==> config.mk <==
export PLATFORM = sky130hd
export DESIGN_NAME = count_compare_unit
export DESIGN_NICKNAME = d
export VERILOG_FILES = /design/src/rtl/count_compare_unit_pkg.sv /design/src/rtl/count_compare_unit_sync_filter.sv /design/src/rtl/count_compare_unit.sv
export SDC_FILE = /design/constraint.sdc
export NUM_CORES = 1
export LEC_CHECK = 0
export CORE_MARGIN = 5
export CORE_UTILIZATION = 31
export CTS_CLUSTER_SIZE = 16
export DETAILED_ROUTE_END_ITERATION = 12
export GPL_ROUTABILITY_DRIVEN = 0
export GPL_TIMING_DRIVEN = 0
export PLACE_DENSITY = 0.63
export SLEW_MARGIN = 20
export SYNTH_ARGS = -nofsm -noshare
export SYNTH_HDL_FRONTEND = slang
export SYNTH_SLANG_ARGS = --single-unit
==> constraint.sdc <==
create_clock -name clk -period 1.7 [get_ports clk]
set_clock_uncertainty 0.05 [all_clocks]
set_input_delay 0.425 -clock clk [delete_from_list [all_inputs] [get_ports clk]]
set_output_delay 0.425 -clock clk [all_outputs]
set_load 0.1 [all_outputs]
==> src/rtl/count_compare_unit_pkg.sv <==
// rtl/count_compare_unit_pkg.sv - shared widths and FSM state encoding for count_compare_unit
package count_compare_unit_pkg;

    localparam int CNT_W_DEF = 4;
    localparam int EXT_W_DEF = 8;

    typedef enum logic [1:0] {
        IDLE  = 2'd0,
        ARMED = 2'd1,
        FIRED = 2'd2
    } state_t;

endpackage

==> src/rtl/count_compare_unit_sync_filter.sv <==
// rtl/count_compare_unit_sync_filter.sv - two-stage sampler accepting a counter value after two equal samples
//
// Ports:
//   clk        clock, rising edge
//   rst        synchronous active-low reset
//   i_cnt_in   raw, possibly settling, upstream counter value
//   o_cur_cnt  last accepted counter value
//   o_upd      accepted value changes on the next edge
//   o_wrap     the pending update is a decrease (low-field wrap)
module count_compare_unit_sync_filter #(
    parameter int CNT_W = 4
) (
    input  logic             clk,
    input  logic             rst,
    input  logic [CNT_W-1:0] i_cnt_in,
    output logic [CNT_W-1:0] o_cur_cnt,
    output logic             o_upd,
    output logic             o_wrap
);

    logic [CNT_W-1:0] r_s1;
    logic [CNT_W-1:0] r_s0;
    logic [CNT_W-1:0] r_cur;
    logic             w_upd;

    // Two equal consecutive samples mean the ripple counter has settled.
    assign w_upd = (r_s1 == r_s0) && (r_s0 != r_cur);

    always_ff @(posedge clk) begin
        if (!rst) begin
            r_s1  <= '0;
            r_s0  <= '0;
            r_cur <= '0;
        end else begin
            r_s1 <= i_cnt_in;
            r_s0 <= r_s1;
            if (w_upd) begin
                r_cur <= r_s0;
            end
        end
    end

    assign o_cur_cnt = r_cur;
    assign o_upd     = w_upd;
    // Any decrease counts as a single wrap; skipped values are not reconstructed.
    assign o_wrap    = w_upd && (r_s0 < r_cur);

endmodule

==> src/rtl/count_compare_unit.sv <==
// rtl/count_compare_unit.sv - extends a settled counter with a wrap counter and raises a held compare interrupt
//
// Ports:
//   clk         clock, rising edge
//   rst         synchronous active-low reset
//   cnt_in      raw upstream counter value
//   cmp_val     compare target, latched when arming
//   arm         arm the compare (honoured in IDLE only)
//   disarm      abort compare / clear interrupt, back to IDLE
//   irq_ack     acknowledge the held interrupt
//   ovf_clr     clear sticky overflow flag
//   count_out   {ext_cnt, cur_cnt}
//   wrap_pulse  one-cycle pulse on an accepted low-field wrap
//   irq         compare match, held until acknowledged
//   armed       FSM is in ARMED
//   ovf         sticky upper-counter overflow
module count_compare_unit
    import count_compare_unit_pkg::*;
#(
    parameter int CNT_W = CNT_W_DEF,
    parameter int EXT_W = EXT_W_DEF
) (
    input  logic                   clk,
    input  logic                   rst,
    input  logic [CNT_W-1:0]       cnt_in,
    input  logic [EXT_W+CNT_W-1:0] cmp_val,
    input  logic                   arm,
    input  logic                   disarm,
    input  logic                   irq_ack,
    input  logic                   ovf_clr,
    output logic [EXT_W+CNT_W-1:0] count_out,
    output logic                   wrap_pulse,
    output logic                   irq,
    output logic                   armed,
    output logic                   ovf
);

    logic [CNT_W-1:0]       w_cur_cnt;
    logic                   w_upd;
    logic                   w_wrap;
    logic                   w_do_wrap;
    logic [EXT_W+CNT_W-1:0] w_count;
    state_t                 w_state_nxt;
    logic                   w_load_cmp;

    logic [EXT_W-1:0]       r_ext_cnt;
    logic                   r_ovf;
    logic                   r_wrap_pulse;
    logic [EXT_W+CNT_W-1:0] r_cmp_reg;
    state_t                 r_state;
    logic                   r_irq;
    logic                   r_armed;

    count_compare_unit_sync_filter #(
        .CNT_W (CNT_W)
    ) u_sync_filter (
        .clk       (clk),
        .rst       (rst),
        .i_cnt_in  (cnt_in),
        .o_cur_cnt (w_cur_cnt),
        .o_upd     (w_upd),
        .o_wrap    (w_wrap)
    );

    assign w_do_wrap = w_upd && w_wrap;
    assign w_count   = {r_ext_cnt, w_cur_cnt};

    always_comb begin
        w_state_nxt = r_state;
        w_load_cmp  = 1'b0;
        case (r_state)
            IDLE: begin
                if (arm && !disarm) begin
                    w_state_nxt = ARMED;
                    w_load_cmp  = 1'b1;
                end
            end
            ARMED: begin
                if (disarm) begin
                    w_state_nxt = IDLE;
                end else if (w_count == r_cmp_reg) begin
                    w_state_nxt = FIRED;
                end
            end
            FIRED: begin
                if (irq_ack || disarm) begin
                    w_state_nxt = IDLE;
                end
            end
            default: w_state_nxt = IDLE;
        endcase
    end

    always_ff @(posedge clk) begin
        if (!rst) begin
            r_state      <= IDLE;
            r_irq        <= 1'b0;
            r_armed      <= 1'b0;
            r_cmp_reg    <= '0;
            r_ext_cnt    <= '0;
            r_ovf        <= 1'b0;
            r_wrap_pulse <= 1'b0;
        end else begin
            r_state <= w_state_nxt;
            // Flags follow the next state so they are registered and line up with r_state.
            r_irq   <= (w_state_nxt == FIRED);
            r_armed <= (w_state_nxt == ARMED);
            if (w_load_cmp) begin
                r_cmp_reg <= cmp_val;
            end
            if (w_do_wrap) begin
                r_ext_cnt <= r_ext_cnt + 1'b1;
            end
            r_wrap_pulse <= w_do_wrap;
            // Setting on overflow takes priority over a same-cycle clear.
            if (w_do_wrap && (&r_ext_cnt)) begin
                r_ovf <= 1'b1;
            end else if (ovf_clr) begin
                r_ovf <= 1'b0;
            end
        end
    end

    assign count_out  = w_count;
    assign wrap_pulse = r_wrap_pulse;
    assign irq        = r_irq;
    assign armed      = r_armed;
    assign ovf        = r_ovf;

endmodule

==> flow_metrics.py <==
metrics = {
    "worst_hold_path": {
        "hp-start": "r_cmp_reg[3]$_SDFFE_PN0P_",
        "hold_path_class": "reg2reg",
        "min_to": "r_cmp_reg[3]$_SDFFE_PN0P_",
        "hold_path_depth": 2,
    },
    "critical_path": {
        "cp-start-kind": "register",
        "r2r_start": "u_sync_filter.o_cur_cnt[1]$_SDFFE_PN0P_",
        "r2r-end": "r_ext_cnt[5]$_SDFFE_PN0P_",
        "crit_arrival_ns": 1.82,
        "required_ns": 1.83,
        "rr_worst_depth": 8,
        "crit_path_end_kind": "register",
        "worstSetupPathType": "reg2reg",
        "cp_max_fo": 10,
        "r2r_setup_slack_ns": 0.006,
    },
    "routing": {
        "dr.pass1.iters": 4,
        "via_per_inst": 4.54,
        "drt_iter0_drc": 51,
        "finalWirelength_mm": 3.72,
        "route.detailed.drc": 0,
        "antenna_left": 0,
        "post_drt_wl_per_cell_microns": 12.4,
        "via_count": 1357,
    },
    "pwr": {
        "p_leak_nw": 0.938,
        "intPower_mw": 1.45,
        "switching_share_pct": 23.3,
        "power_density_nw_per_um2": 826,
        "seq_power_share_pct": 49.8,
        "combPwrFrac_pct": 12.5,
        "power_switching_uw": 439,
        "peakVddDrop_mv": 0.479,
        "power_frac_clock_pct": 37.7,
    },
    "placed_design": {
        "port_buffers": 37,
        "place_ws_ns": -0.355,
        "place_hpwl_mm": 2.73,
        "dp.cells": 291,
        "place_area_sq_um": 2190,
    },
    "logic_synthesis": {
        "yosysSeqAreaShare_pct": 44.9,
        "syn_avg_cell_area_sq_um": 9.32,
        "synth_area_leaders": "dfxtp_1, xnor2_1, nand2_1",
        "async_flop_share_pct": 0,
        "synth.most_common_cell": "dfxtp_1",
        "synth_common_cells": "dfxtp_1, nand2_1, xnor2_1, a21boi_0, mux2i_1",
        "synthCells": 182,
        "synth_top_area_share_pct": 44.9,
        "syn-num-nets": 209,
        "yosys.cell_types.count": 27,
        "synth-edff-count": 0,
        "synth_seq_cells": 38,
        "yosys_warnings": 0,
        "yosys.area.top_type": "dfxtp_1",
        "mappedNetlistArea_sq_um": 1700,
        "synth-main-ff-cell": "dfxtp_1",
    },
    "floorplanning": {
        "row_count": 27,
        "ios": 38,
        "start_util_pct": 31.4,
        "die_h_microns": 84.0,
        "core_area_sq_um": 5410,
        "dieArea_sq_um": 7050,
        "die_w_microns": 84.0,
    },
    "cts": {
        "cts_max_level": 2,
        "path_clk_slew_ns": 0.08,
        "insertion_delay_ns": 0.28,
        "hold_buffers": 0,
        "clock_path_buffers": 2,
        "cts_tree": "done",
        "root_buffer": "clkbuf_8",
        "cts_buffers": 5,
        "cts.sinks": 38,
    },
    "global_routing": {
        "grt-ovfl-total": 0,
        "grt_max_degree": 12,
        "antenna_found_initial": 0,
        "grt_first_pass_wirelength_mm": 6.30,
        "grt.total_usage_pct": 11.1,
        "grt_pass1_vias": 1359,
    },
    "sta": {
        "worst_slew_pin_slew_ns": 0.545,
        "fin_crit_sh_pct": 99.6,
        "rsz0062_at_grt": "true",
        "setup_tns_ns": 0,
        "finalCriticalPeriod_ns": 1.69,
        "slew_viol_final": 0,
        "layout_setup_ws_ns": 0.00622,
        "setup_violations": 0,
        "max_freq_ghz": 0.590,
        "timing.slew.headroom_pct": 63.8,
        "timing.final.hold_violations": 0,
    },
    "cells_and_area": {
        "drive_above_1_share_pct": 20.7,
        "final_nets": 254,
        "final_cell_area_sq_um": 2280,
        "insertedDiodeCount": 0,
        "largest_register_ffs": 12,
        "instances_no_fill": 299,
        "syn_to_final_growth_pct": 34.6,
    },
    "run_status": {
        "outcome": "finished clean",
    },
    "run": {
        "max_cap_viol_count": 0,
    },
}
-- power by group through the flow --
stage | logic (mW) | registers (mW) | clock network, mW
finish | 0.235 | 0.938 | 0.710
global route | 0.258 | 0.943 | 0.778
CTS | 0.234 | 0.938 | 0.740
detailed placement | 0.232 | 0.959 | 0
global placement | 0.229 | 0.958 | 0
floorplan | 0.112 | 0.989 | 0
-- worst max-delay path, cell delays in order (launching register included) --
cell	delay, ns
dfxtp_4	0.37
inv_2	0.04
ha_4	0.21
nor2b_4	0.12
o211ai_1	0.15
and4b_1	0.23
buf_6	0.15
nand4_1	0.13
mux2i_1	0.14
-- metrics by stage --
| step | hold slack (ns) | util (%) | power (mW) |
|---|---|---|---|
| 2_1_floorplan | 0.398 | - | 1.10 |
| 3_3_place_gp | 0.405 | 40.6 | 1.19 |
| 3_5_place_dp | 0.411 | 40.6 | 1.19 |
| 4_1_cts | 0.422 | 42.2 | 1.91 |
| 5_1_grt | 0.446 | 42.2 | 1.98 |
| 6_report | 0.423 | 42.2 | 1.88 |
-- final cells by class --
class,instances,area (sq um)
Multi-Input combinational cell,131,907
Sequential cell,38,787
Tap cell,72,90.1
Buffer,8,46.3
Timing Repair Buffer,38,325
Clock buffer,7,108
Inverter,5,18.8
Fill cell,550,3120
-- cells by family after synthesis --
group | after synthesis | share of synthesized area [%]
xor+xnor | 17 | 8.78
simple gates | 82 | 25.5
compound gates | 15 | 6.49
mux | 12 | 7.09
buf+inv | 13 | 3.54
fa+ha+maj | 5 | 3.69
flops | 38 | 44.9
-- worst max path at each step --
| stage | from | to | slack (ns) | cells past startpoint |
|---|---|---|---|---|
| final | u_sync_filter.o_cur_cnt[1]$_SDFFE_PN0P_ | r_ext_cnt[5]$_SDFFE_PN0P_ | 0.006 | 8 |
| after global routing | u_sync_filter.o_cur_cnt[1]$_SDFFE_PN0P_ | r_ext_cnt[5]$_SDFFE_PN0P_ | -0.10 | 8 |
| after CTS | u_sync_filter.o_cur_cnt[1]$_SDFFE_PN0P_ | r_ext_cnt[5]$_SDFFE_PN0P_ | -0.03 | 8 |
| after global placement | r_ext_cnt[0]$_SDFFE_PN0P_ | count_out[4] | -0.35 | 1 |
| after detailed placement | r_ext_cnt[0]$_SDFFE_PN0P_ | count_out[4] | -0.35 | 1 |
| after floorplan | u_sync_filter.o_cur_cnt[1]$_SDFFE_PN0P_ | r_ext_cnt[3]$_SDFFE_PN0P_ | -0.13 | 8 |
-- metal layers --
metal / global-route usage [%] / up-vias / routed length (microns)
met5: 0 / - / 0
met4: 3.80 / 0 / 25
met3: 4.05 / 2 / 256
met2: 17.8 / 39 / 1720
met1: 13.8 / 619 / 1720
li1: - / 697 / -
-- repair_timing --
item | CTS | global route
buffers inserted | 0 | 1
setup endpoints to repair | 30 | 24
pin swaps | 1 | 1
resized for setup | 70 | 9
gates cloned | 0 | 0
-- layout by cell type, fill, tap and decap left out, types with 2 or more instances in the layout --
| cell type | n |
|---|---|
| nand2_1 | 33 |
| dfxtp_1 | 25 |
| clkdlybuf4s50_1 | 20 |
| xnor2_1 | 16 |
| mux2i_1 | 12 |
| buf_2 | 12 |
| a21boi_0 | 11 |
| nand4_1 | 10 |
| nand2b_1 | 9 |
| and2_1 | 9 |
| dfxtp_2 | 9 |
| clkbuf_8 | 6 |
| nor2_1 | 5 |
| nor2b_1 | 5 |
| inv_1 | 4 |
| clkbuf_1 | 4 |
| ha_1 | 4 |
| clkdlybuf4s15_2 | 4 |
| dfxtp_4 | 4 |
| nor4_1 | 3 |
| buf_4 | 2 |
| a21boi_1 | 2 |
| nand3_1 | 2 |
(Power assumes the default switching activity.)
